$ cat src/rtl/bp_pkg.sv
// Shared constants and types for the branch direction-prediction controller.
// BP_GSHARE_EN selects gshare indexing; bimodal indexing when undefined.
package bp_pkg;

    localparam int unsigned DEF_S_INDEX = 3;
    localparam int unsigned DEF_DEPTH   = 4;
    localparam int unsigned DEF_PC_LSB  = 2;

    typedef logic [0:0] bp_state_t;
    localparam bp_state_t StInit = 1'b0;
    localparam bp_state_t StRun  = 1'b1;

    // Pending entry at the default geometry; the controller derives its own
    // parameterized variant so non-default widths stay consistent.
    typedef struct packed {
        logic [DEF_S_INDEX-1:0] index;
        logic                   pred;
        logic [DEF_S_INDEX-1:0] ghr;
    } bp_entry_t;

endpackage

$ cat src/rtl/bp_pending_fifo.sv
// In-order buffer of in-flight predictions awaiting resolution.
// Flush empties the buffer and wins over a same-cycle push or pop.
module bp_pending_fifo #(
    parameter int unsigned WIDTH = 4,
    parameter int unsigned DEPTH = 4
) (
    input  logic             clk,
    input  logic             reset,
    input  logic             push,
    input  logic             pop,
    input  logic             flush,
    input  logic [WIDTH-1:0] din,
    output logic [WIDTH-1:0] dout,
    output logic             full,
    output logic             empty
);

    localparam int unsigned PTR_W = (DEPTH > 1) ? $clog2(DEPTH) : 1;

    logic [WIDTH-1:0] mem [DEPTH];
    logic [PTR_W-1:0] head_q, tail_q;
    logic [PTR_W:0]   count_q;
    logic             push_ok, pop_ok;

    assign full    = (count_q == (PTR_W+1)'(DEPTH));
    assign empty   = (count_q == '0);
    assign push_ok = push && !full;
    assign pop_ok  = pop && !empty;
    assign dout    = mem[head_q];

    always_ff @(posedge clk) begin
        if (push_ok && !flush) begin
            mem[tail_q] <= din;
        end
    end

    always_ff @(posedge clk) begin
        if (reset || flush) begin
            head_q  <= '0;
            tail_q  <= '0;
            count_q <= '0;
        end else begin
            if (push_ok) begin
                tail_q <= tail_q + PTR_W'(1);
            end
            if (pop_ok) begin
                head_q <= head_q + PTR_W'(1);
            end
            unique case ({push_ok, pop_ok})
                2'b10:   count_q <= count_q + (PTR_W+1)'(1);
                2'b01:   count_q <= count_q - (PTR_W+1)'(1);
                default: count_q <= count_q;
            endcase
        end
    end

endmodule

$ cat src/rtl/bp_direction_ctrl.sv
// Direction-prediction controller driving a 2-bit counter array (PHT).
// Define BP_GSHARE_EN for gshare indexing with a global history register.
module bp_direction_ctrl
    import bp_pkg::*;
#(
    parameter int unsigned S_INDEX = DEF_S_INDEX,
    parameter int unsigned GHR_W   = S_INDEX,
    parameter int unsigned DEPTH   = DEF_DEPTH,
    parameter int unsigned PC_LSB  = DEF_PC_LSB
) (
    input  logic               clk,
    input  logic               reset,
    input  logic               fetch_valid,
    input  logic [31:0]        fetch_pc,
    output logic               fetch_ready,
    output logic               pred_valid,
    output logic               pred_taken,
    input  logic               resolve_valid,
    input  logic               resolve_taken,
    output logic               mispredict,
    output logic               resolve_err,
    output logic [S_INDEX-1:0] ctr_index,
    output logic               ctr_increment,
    output logic               ctr_decrement,
    output logic               ctr_reset,
    input  logic [1:0]         ctr_out
);

    localparam int unsigned NUM_SETS = 2 ** S_INDEX;

`ifdef BP_GSHARE_EN
    typedef struct packed {
        logic [S_INDEX-1:0] index;
        logic               pred;
        logic [GHR_W-1:0]   ghr;
    } entry_t;
`else
    typedef struct packed {
        logic [S_INDEX-1:0] index;
        logic               pred;
    } entry_t;
`endif

    bp_state_t          state_q;
    logic [S_INDEX-1:0] sweep_q;
    logic               pred_valid_q, pred_taken_q, mispredict_q, resolve_err_q;
    logic [S_INDEX-1:0] lookup_idx;
    logic               in_run, fifo_full, fifo_empty;
    logic               resolve_act, resolve_orphan, lookup_act, wrong;
    entry_t             head, push_entry;

`ifdef BP_GSHARE_EN
    logic [GHR_W-1:0] ghr_q;
    assign lookup_idx = fetch_pc[PC_LSB +: S_INDEX] ^ ghr_q[S_INDEX-1:0];
`else
    logic [GHR_W-1:0] unused_ghr_w;
    assign unused_ghr_w = '0;
    assign lookup_idx   = fetch_pc[PC_LSB +: S_INDEX];
`endif

    logic unused_ok;
    assign unused_ok = ^{fetch_pc, ctr_out[0]};

    assign in_run         = (state_q == StRun);
    assign resolve_act    = in_run && resolve_valid && !fifo_empty;
    assign resolve_orphan = in_run && resolve_valid && fifo_empty;
    assign fetch_ready    = in_run && !fifo_full && !(resolve_valid && !fifo_empty);
    assign lookup_act     = fetch_valid && fetch_ready;
    // Any resolve that disagrees with its prediction leaves only wrong-path entries behind.
    assign wrong          = resolve_act && (resolve_taken != head.pred);

    always_comb begin
        push_entry       = '0;
        push_entry.index = lookup_idx;
        push_entry.pred  = ctr_out[1];
`ifdef BP_GSHARE_EN
        push_entry.ghr   = ghr_q;
`endif
    end

    always_comb begin
        ctr_index     = lookup_idx;
        ctr_reset     = !in_run;
        ctr_increment = resolve_act && resolve_taken;
        ctr_decrement = resolve_act && !resolve_taken;
        if (!in_run) begin
            ctr_index = sweep_q;
        end else if (resolve_act) begin
            ctr_index = head.index;
        end
    end

    bp_pending_fifo #(
        .WIDTH ($bits(entry_t)),
        .DEPTH (DEPTH)
    ) u_fifo (
        .clk   (clk),
        .reset (reset),
        .push  (lookup_act),
        .pop   (resolve_act),
        .flush (wrong),
        .din   (push_entry),
        .dout  (head),
        .full  (fifo_full),
        .empty (fifo_empty)
    );

    always_ff @(posedge clk) begin
        if (reset) begin
            state_q <= StInit;
            sweep_q <= '0;
        end else if (state_q == StInit) begin
            sweep_q <= sweep_q + S_INDEX'(1);
            if (sweep_q == S_INDEX'(NUM_SETS - 1)) begin
                state_q <= StRun;
            end
        end
    end

    always_ff @(posedge clk) begin
        if (reset) begin
            pred_valid_q  <= 1'b0;
            pred_taken_q  <= 1'b0;
            mispredict_q  <= 1'b0;
            resolve_err_q <= 1'b0;
        end else begin
            pred_valid_q <= lookup_act;
            if (lookup_act) begin
                pred_taken_q <= ctr_out[1];
            end
            mispredict_q <= wrong;
            if (resolve_orphan) begin
                resolve_err_q <= 1'b1;
            end
        end
    end

`ifdef BP_GSHARE_EN
    always_ff @(posedge clk) begin
        if (reset) begin
            ghr_q <= '0;
        end else if (wrong) begin
            ghr_q <= {head.ghr[GHR_W-2:0], resolve_taken};
        end else if (lookup_act) begin
            ghr_q <= {ghr_q[GHR_W-2:0], ctr_out[1]};
        end
    end
`endif

    assign pred_valid  = pred_valid_q;
    assign pred_taken  = pred_taken_q;
    assign mispredict  = mispredict_q;
    assign resolve_err = resolve_err_q;

endmodule
$ cat config.mk
export PLATFORM = sky130hd
export DESIGN_NAME = bp_direction_ctrl
export DESIGN_NICKNAME = d
export VERILOG_FILES = /design/src/rtl/bp_pkg.sv /design/src/rtl/bp_pending_fifo.sv /design/src/rtl/bp_direction_ctrl.sv
export SDC_FILE = /design/constraint.sdc
export NUM_CORES = 1
export LEC_CHECK = 0
export ABC_AREA = 1
export ABC_CLOCK_PERIOD_IN_PS = 2000
export BUFFER_PORTS_ARGS = -buffer_cell sky130_fd_sc_hd__buf_2
export CAP_MARGIN = 20
export CELL_PAD_IN_SITES_DETAIL_PLACEMENT = 0
export CELL_PAD_IN_SITES_GLOBAL_PLACEMENT = 1
export CORE_UTILIZATION = 33
export DETAILED_ROUTE_END_ITERATION = 7
export MAX_ROUTING_LAYER = met4
export PLACE_DENSITY = 0.75
export SLEW_MARGIN = 20
export SYNTH_ARGS = -nofsm -noshare
export SYNTH_HDL_FRONTEND = slang
export SYNTH_SLANG_ARGS = --single-unit
$ cat constraint.sdc
create_clock -name clk -period 2 [get_ports clk]
set_input_delay 0.4 -clock clk [delete_from_list [all_inputs] [get_ports clk]]
set_output_delay 0.4 -clock clk [all_outputs]
set_load 0.02 [all_outputs]
; Word-level counts from Yosys, hierarchy flattened
; Memories as Yosys holds them, arrays and structs flattened. A register that Yosys moved wholly into a read port is not among the register bits.
; Index checks and enable logic that the tools add are counted.
[word_totals]
regBits = 15
memories = 1
out_inout_bits = 11
word_cells = 51
inputBits = 39
ram_bits = 16
[mem_list]
columns = memory, depth, word_bits, read_ports, rd_ports_with_merged_regs, wr, line
row1 = u_fifo.mem, 4, 4, 1, 1, 1, bp_pending_fifo.sv:20  ; logic [WIDTH-1:0] mem [DEPTH];
[op_classes]
n_reduce_logical = 22
n_mux = 9
add_sub_neg = 5
n_eq_ne = 5
[ops]
columns = operator, count
row1 = $logic_and A1 B1 Y1, 13
row2 = $add A3 B1 Y3 const B, 2
row3 = $eq A3 B3 Y1 const B, 2
row4 = $logic_not A1 Y1, 6
row5 = $mux W3, 2
row6 = $pmux W3 S2, 1
row7 = $add A2 B1 Y2 const B, 2
row8 = $mux W1, 4
row9 = $mux W2, 2
row10 = $logic_not A3 Y1, 1
row11 = $sub A3 B1 Y3 const B, 1
row12 = $eq A2 B1 Y1 const B, 1
row13 = $eq A2 B2 Y1 const B, 1
row14 = $reduce_bool A2 Y1, 1
row15 = $logic_or A1 B1 Y1, 1
row16 = $ne A1 B1 Y1, 1

; Longest topological paths before layout
; Gate-level depths: netlist of the first run.
[logic_depth]
word_depth = 10
depth_mapped = 11
ltp_nobuf = 11

; Modules after synthesis
; From an unflattened synthesis of the first run, not the netlist that was laid out.
[hier_totals]
hier_cells = 179
hier_area_um2 = 1561.5
[modules_own_cells]
columns = mod, area_each_um2, instances, cells_each, seq_area_each_um2
row1 = bp_pending_fifo, 1128.6, 1, 117, 660.6
row2 = bp_direction_ctrl, 432.9, 1, 62, 160.2

; Worst setup path before layout of the first run
; No wires, ideal clock.
[synth_timing]
kind = reg-to-reg
from = register u_fifo.count_q[0]
to = register u_fifo.count_q[2]
t_arrival_ps = 1791
t_required_ps = 1935
setup_time_ps = 65
stages_incl_launch_ff = 11
period_less_slack_ps = 1856
path_buffers = 0
slack_ps = 144
cell_sequence = dfxtp_1 o21ai_0 nand2_1 nand3_2 ha_1 inv_1 fa_1 a21oi_1 o21ai_0 xor2_1 nor2_1
[synth_via]
elab_chain_cells = 9
word_cells_on_any_way = 20
classes_between = add/sub (2) / eq/ne (3) / mux (1) / reduce/logical (14)
[synth_rtl]
columns = item, line
row1 = "start, declared", bp_pending_fifo.sv:22  ; logic [PTR_W:0] count_q;
row2 = "start signal, assigned", bp_pending_fifo.sv:50  ; 2'b10: count_q <= count_q + (PTR_W+1)'(1);
row3 = "start signal, assigned", bp_pending_fifo.sv:51  ; 2'b01: count_q <= count_q - (PTR_W+1)'(1);
row4 = "start signal, assigned", bp_pending_fifo.sv:52  ; default: count_q <= count_q;
row5 = $logic_not A3 Y1, bp_pending_fifo.sv:26  ; assign empty = (count_q == '0);
row6 = $logic_not A1 Y1, "bp_pending_fifo.sv:28, bp_direction_ctrl.sv:65, bp_direction_ctrl.sv:67"
row7 = $logic_and A1 B1 Y1, bp_direction_ctrl.sv:67  ; assign fetch_ready = in_run && !fifo_full && !(resolve_valid && !fifo_empty);
row8 = $logic_not A1 Y1, bp_direction_ctrl.sv:67
row9 = $logic_and A1 B1 Y1, bp_direction_ctrl.sv:67
row10 = $logic_and A1 B1 Y1, bp_direction_ctrl.sv:68  ; assign lookup_act = fetch_valid && fetch_ready;
row11 = $logic_and A1 B1 Y1, bp_pending_fifo.sv:27  ; assign push_ok = push && !full;
row12 = $eq A2 B1 Y1 / $eq A2 B2 Y1 (equally long branches), bp_pending_fifo.sv:49  ; unique case ({push_ok, pop_ok})
row13 = $pmux W3 S2 / $reduce_bool A2 Y1 (equally long branches), n/a
; Parallel ways exist; a longest one is shown, timed or not.
; A chain may end at the register's enable or synchronous reset.

; Worst setup path in the final report of the first run
[layout_timing]
from = register u_fifo.count_q[0]
to = output ctr_index[0]
[layout_via]
elab_chain_cells = 5
[layout_rtl]
columns = item, line
row1 = $logic_not A3 Y1, bp_pending_fifo.sv:26
row2 = $logic_not A1 Y1, bp_direction_ctrl.sv:65  ; assign resolve_act = in_run && resolve_valid && !fifo_empty;
row3 = $logic_and A1 B1 Y1, bp_direction_ctrl.sv:65
row4 = $mux W3, bp_direction_ctrl.sv:88  ; end else if (resolve_act) begin
row5 = $mux W3, bp_direction_ctrl.sv:86  ; if (!in_run) begin
row6 = "end, declared", bp_direction_ctrl.sv:22  ; output logic [S_INDEX-1:0] ctr_index,
; No other way between the ends.

==> impl_metrics.json, run 1 <==
{
  "status": "complete, no violations",
  "post-route-period-util_pct": 94.52,
  "ys_types": 24,
  "cts_made_buffers": 5,
  "detail_route.first_pass.iterations": 4,
  "vias_per_cell": 4.467,
  "grt_usage_pct": 12.97,
  "grt_pass1_vias": 1015,
  "multi_input_area_um2": 581.8,
  "avgSynthCellArea_um2": 9.439,
  "drt-total-wl_mm": 2.735,
  "root_buffer": "clkbuf_8",
  "htreeDepth": 2,
  "chipWidth_um": 69.23,
  "clockBufferDepth": 2,
  "grt-ovfl-total": 0,
  "n_fill_cell": 428,
  "finalPower_mw": 1.394,
  "ir_drop_v": 0.0004533,
  "drt.antenna.violating_nets": 0,
  "clock_skew_ps": 3.252,
  "min_path_type": "input pin to register",
  "ys_seq_area_share_pct": 55.03,
  "dr_total_vias": 1072,
  "regArea_um2": 827.0,
  "dieArea_mm2": 0.004792,
  "core-area_mm2": 0.004354,
  "dpl.hpwl_mm": 2.024,
  "powerDensity_mw_per_mm2": 776.7,
  "dieHeight_um": 69.23,
  "fin_tns_setup_ps": 0,
  "syn_inst": 158,
  "instances_no_fill": 240,
  "io_pins": 50,
  "dr.first_iter.drc_count": 36,
  "layout_min_cycle_time_ps": 1890,
  "ys_seq_elements": 33,
  "setup_viol": 0,
  "final_common_cell": "nor2_1",
  "yosysWarnings": 0,
  "cellLeakagePower_nw": 0.7636,
  "antenna_found_initial": 0,
  "cts.reportedPaths.clkPinSlew_ps": 70,
  "path_max_fanout": 7,
  "dp_slack_ps": 48.21,
  "initial_core_util_pct": 34.25,
  "routedWlPerCell_um": 11.40,
  "area_growth_pct": 20.30,
  "syn_area_mm2": 0.001491,
  "diodes": 0,
  "worstSetupPathType": "register to output pin",
  "clkLatencyLatePin_ps": 290,
  "dp_cells": 232,
  "nets": 234,
  "routabilityCongestion": 0.7398,
  "clock-sinks": 33,
  "finalMaxSlewViolations": 0,
  "relSlewSlack_pct": 74.12,
  "drc_errors": 0,
  "cap_viol_max_count": 0,
  "grt_pass1_wl_mm": 4.643,
  "worst_slew_pin_slew_ps": 386.8,
  "cts_tree": "built",
  "port_buffers": 19,
  "mostFrequentLayoutCells": "nor2_1, nand2_1, inv_1, buf_2, edfxtp_1",
  "rsz0062_at_grt": "no",
  "required_ps": 1600,
  "crit_path_end_kind": "output pin",
  "synth_nets": 205,
  "grt_max_degree": 11,
  "ctsHoldBuffers": 0,
  "start_kind": "register",
  "worstPathArrival_ps": 1490,
  "setup_slack_ps": 109.6,
  "drive_gt1_share_pct": 23.40,
  "floorplan.rows": 24,
  "fmax_mhz": 529.0,
  "hold_viol": 0
}
-- area by class of cell --
class	count	area share, %
Sequential cell	33	46.09
Inverter	20	4.184
Clock inverter	2	1.883
Timing Repair Buffer	24	7.741
Tap cell	52	3.626
Clock buffer	6	4.045
Multi-Input combinational cell	103	32.43
-- where the power goes --
part           internal [mW]  switching, mW  total [mW]
logic                 0.0244         0.0417      0.0661
registers              0.713        0.00579       0.719
clock network          0.368          0.241       0.608
-- path summary, 6_finish.rpt --
kind                                   startpoint           endpoint  slack [ps]  depth (start not counted)
worst min-delay path                  fetch_pc[3]   u_fifo.mem[0][2]         350                          1
worst min register to register         pred_taken         pred_taken         470                          2
worst max register to register  u_fifo.count_q[0]  u_fifo.count_q[2]         170                         11
worst max-delay path            u_fifo.count_q[0]       ctr_index[0]         110                          8
-- metrics by stage --
step | cell area (um2) | hold slack [ps] | util, %
detailed placement | 1668 | 452.1 | 38.30
CTS | 1777 | 337.3 | 40.80
finish | 1794 | 347.1 | 41.21
global placement | 1668 | 450.4 | 38.30
global route | 1794 | 347.1 | 41.21
floorplan | 1491 | 448.0 | -
-- per-layer routing --
metal | part of all wire (%) | routed length, um | track usage, % | vias up
met5 | 0 | 0 | - | -
met4 | 2.3 | 62 | 6.803 | 0
met3 | 3.5 | 96 | 2.907 | 7
met2 | 43 | 1182 | 19.20 | 17
met1 | 51 | 1393 | 16.59 | 479
li1 | - | - | - | 569
-- sequential cells by signal (all words and copies together), names as in the netlist, named ones only --
signal	cells
u_fifo.tail_q	2
u_fifo.mem	16
pred_taken	1
pred_valid	1
mispredict	1
sweep_q	3
resolve_err	1
in_run	1
u_fifo.head_q	2
u_fifo.count_q	3
-- critical path, stage by stage (launching register included) --
cell and delay, ps:
dfxtp_2 360, nor2_2 50, nand2_2 110, nand2_4 100, nor2_8 100, buf_6 130, nand2_1 70, a21oi_2 130
buf_4 150
-- kinds of logic (layout without fill, tap and decap cells) --
logic type | Yosys count | count (layout) | synth area share (%)
adder cells (fa/ha/maj) | 8 | 8 | 7.215
XOR/XNOR | 4 | 4 | 2.349
AO/OA/AOI/OAI | 21 | 21 | 7.382
AND/OR/NAND/NOR | 70 | 70 | 21.56
flip-flops | 33 | 33 | 55.03
buffers and inverters | 22 | 52 | 6.460
-- timing repair --
item,4_1_cts,5_1_grt
setup endpoints to repair,1,2
buffers inserted,0,0
pin swaps,0,1
gates resized for setup,2,8
-- cells in the mapped netlist --
cell / number / area, um2
edfxtp_1: 16 / 480.5
nand3_1: 9 / 45.04
xnor2_1: 1 / 8.760
fa_1: 1 / 20.02
xor2_1: 3 / 26.28
dfxtp_1: 17 / 340.3
nand2_1: 21 / 78.83
nand3_2: 2 / 20.02
ha_1: 7 / 87.58
buf_4: 1 / 7.510
nand2_2: 2 / 12.51
nand4_1: 1 / 6.260
clkbuf_8: 1 / 13.76
inv_2: 2 / 7.510
nor3_1: 1 / 5.000
a21oi_1: 7 / 35.03
inv_1: 18 / 67.56
o22ai_1: 2 / 12.51
o21a_1: 1 / 7.510
o21ai_0: 11 / 55.05
nor2_2: 1 / 6.260
nor2_8: 1 / 20.02
nor2_1: 31 / 116.4
nand2_4: 1 / 11.26
(Power assumes the default switching activity.)
==> run 2, diff against run 1 <==
--- a/config.mk
+++ b/config.mk
@@ -15,6 +15,7 @@
 export DETAILED_ROUTE_END_ITERATION = 7
 export MAX_ROUTING_LAYER = met4
 export PLACE_DENSITY = 0.75
+export SETUP_SLACK_MARGIN = 0.2
 export SLEW_MARGIN = 20
 export SYNTH_ARGS = -nofsm -noshare
 export SYNTH_HDL_FRONTEND = slang
==> impl_metrics.json, run 2 (synthesis gave the netlist of run 1 again) <==
{
  "clkLatencyLatePin_ps": 280,
  "grt_max_degree": 10,
  "diodes": 0,
  "layout_min_cycle_time_ps": 1837,
  "clock-sinks": 33,
  "crit_path_end_kind": "output pin",
  "hold_end": "u_fifo.mem[3][0]",
  "dieArea_mm2": 0.004792,
  "status": "complete, no violations",
  "drt-total-wl_mm": 2.930,
  "pwr-share-clk_pct": 36.8,
  "floorplan.rows": 24,
  "top_regs": "u_fifo.mem x16, sweep_q x3, u_fifo.count_q x3",
  "largest_register_ffs": 16,
  "vias_per_cell": 4.532,
  "io_pins": 50,
  "worst_slew_pin_slew_ps": 460.4,
  "cap_viol_max_count": 0,
  "chipWidth_um": 69.23,
  "nets": 244,
  "root_buffer": "clkbuf_8",
  "drt.antenna.violating_nets": 0,
  "rsz0062_at_grt": "yes",
  "grt-ovfl-total": 0,
  "antenna_found_initial": 0,
  "min_path_cells": 1,
  "holdCritStartpoint": "ctr_out[1]",
  "finalPower_mw": 1.257,
  "grt_usage_pct": 13.86,
  "dr.first_iter.drc_count": 45,
  "dpl.hpwl_mm": 2.078,
  "worstPathArrival_ps": 1440,
  "cellLeakagePower_nw": 0.8253,
  "htreeDepth": 2,
  "drc_errors": 0,
  "top_register": "u_fifo.mem",
  "whs_ps": 356.1,
  "p_comb_share_pct": 6.0,
  "power_frac_seq_pct": 57.2,
  "setup_viol": 0,
  "ctsHoldBuffers": 0,
  "routedWlPerCell_um": 11.72,
  "switchingPower_mw": 0.2665,
  "reg2reg_depth": 12,
  "dp_cells": 232,
  "path_max_fanout": 7,
  "finalMaxSlewViolations": 0,
  "regArea_um2": 829.5,
  "r2r-start": "u_fifo.count_q[1]",
  "multi_input_area_um2": 635.6,
  "clock_skew_ps": 7.237,
  "routabilityCongestion": 0.7295,
  "worstSetupPathType": "register to output pin",
  "initial_core_util_pct": 34.25,
  "mostFrequentLayoutCells": "nor2_1, nand2_1, inv_1, edfxtp_1",
  "p_int_mw": 0.9909,
  "hold_viol": 0,
  "cts_made_buffers": 5,
  "n_fill_cell": 419,
  "cts_tree": "built",
  "start_kind": "register",
  "final_common_cell": "nor2_1",
  "instances_no_fill": 250,
  "drive_gt1_share_pct": 33.33,
  "fmax_mhz": 544.5,
  "min_path_type": "input pin to register",
  "dr_total_vias": 1133,
  "detail_route.first_pass.iterations": 4,
  "ir_drop_v": 0.0002412,
  "ff2ff_setup_slack_ps": 230,
  "clockBufferDepth": 2,
  "core-area_mm2": 0.004354,
  "switching_share_pct": 21.19,
  "fin_tns_setup_ps": 0,
  "cts.reportedPaths.clkPinSlew_ps": 60,
  "required_ps": 1600,
  "rr_endpoint": "u_fifo.count_q[2]",
  "grt_pass1_wl_mm": 4.905,
  "post-route-period-util_pct": 91.83,
  "relSlewSlack_pct": 69.20,
  "port_buffers": 19,
  "dieHeight_um": 69.23,
  "grt_pass1_vias": 1071,
  "area_growth_pct": 30.37,
  "powerDensity_mw_per_mm2": 646.7
}
run 2: changes by cell type in the layout (fill, tap and decap cells not counted), sizes merged:
cell / change
clkinv: -1
buf: +10
bufinv: -1
clkbuf: +2
run 2: repair_timing:
action	4_1_cts	5_1_grt
setup buffers	8	2
setup endpoints to repair	7	8
hold endpoints to repair	0	0
pin swaps	10	8
gates resized for setup	17	16
run 2: worst max path at each step:
stage	start	end	slack, ps	cells past startpoint
final	u_fifo.count_q[1]	ctr_index[0]	160	8
after global routing	u_fifo.count_q[1]	u_fifo.count_q[2]	60	12
after CTS	u_fifo.count_q[1]	ctr_index[0]	130	8
after detailed placement	resolve_valid	u_fifo.count_q[2]	80	12
after global placement	resolve_valid	u_fifo.count_q[2]	80	12
after floorplan	resolve_valid	u_fifo.count_q[2]	230	11
run 2: power by group through the flow:
stage | logic (mW) | registers, mW | clock network, mW
after floorplan | 0.0342 | 0.734 | 0
after global placement | 0.0656 | 0.735 | 0
after detailed placement | 0.0657 | 0.735 | 0
after CTS | 0.0734 | 0.721 | 0.475
after global routing | 0.0849 | 0.719 | 0.508
final | 0.0756 | 0.719 | 0.462
run 2: layer usage:
metal / GRT usage, % / part of all wire, % / up-vias
met1: 17.15 / 48 / 522
met5: - / 0 / -
met4: 5.442 / 1.5 / 0
met2: 21.14 / 47 / 17
li1: - / - / 589
met3: 4.360 / 3.1 / 5
run 2: worst max-delay path, stage by stage (launching register included):
cell,delay (ps)
dfxtp_2,350
nor2_2,50
nand2_2,90
nand2_4,80
nor2_8,100
buf_6,150
nand2_2,60
a21oi_2,130
buf_6,130
run 2: area by class of cell:
type                            instances  share of cell area, %
Multi-Input combinational cell        103                  32.69
Inverter                               20                  4.247
Timing Repair Buffer                   34                  12.93
Tap cell                               52                  3.346
Sequential cell                        33                  42.66
Clock buffer                            8                  4.118
run 2: stage by stage:
stage	worst slack (ps)	instance area [um2]	utilization, %
2_1_floorplan	226.5	1514	-
3_3_place_gp	77.84	1690	38.82
3_5_place_dp	75.44	1690	38.82
4_1_cts	133.7	1883	43.25
5_1_grt	61.09	1944	44.66
6_report	163.5	1944	44.66
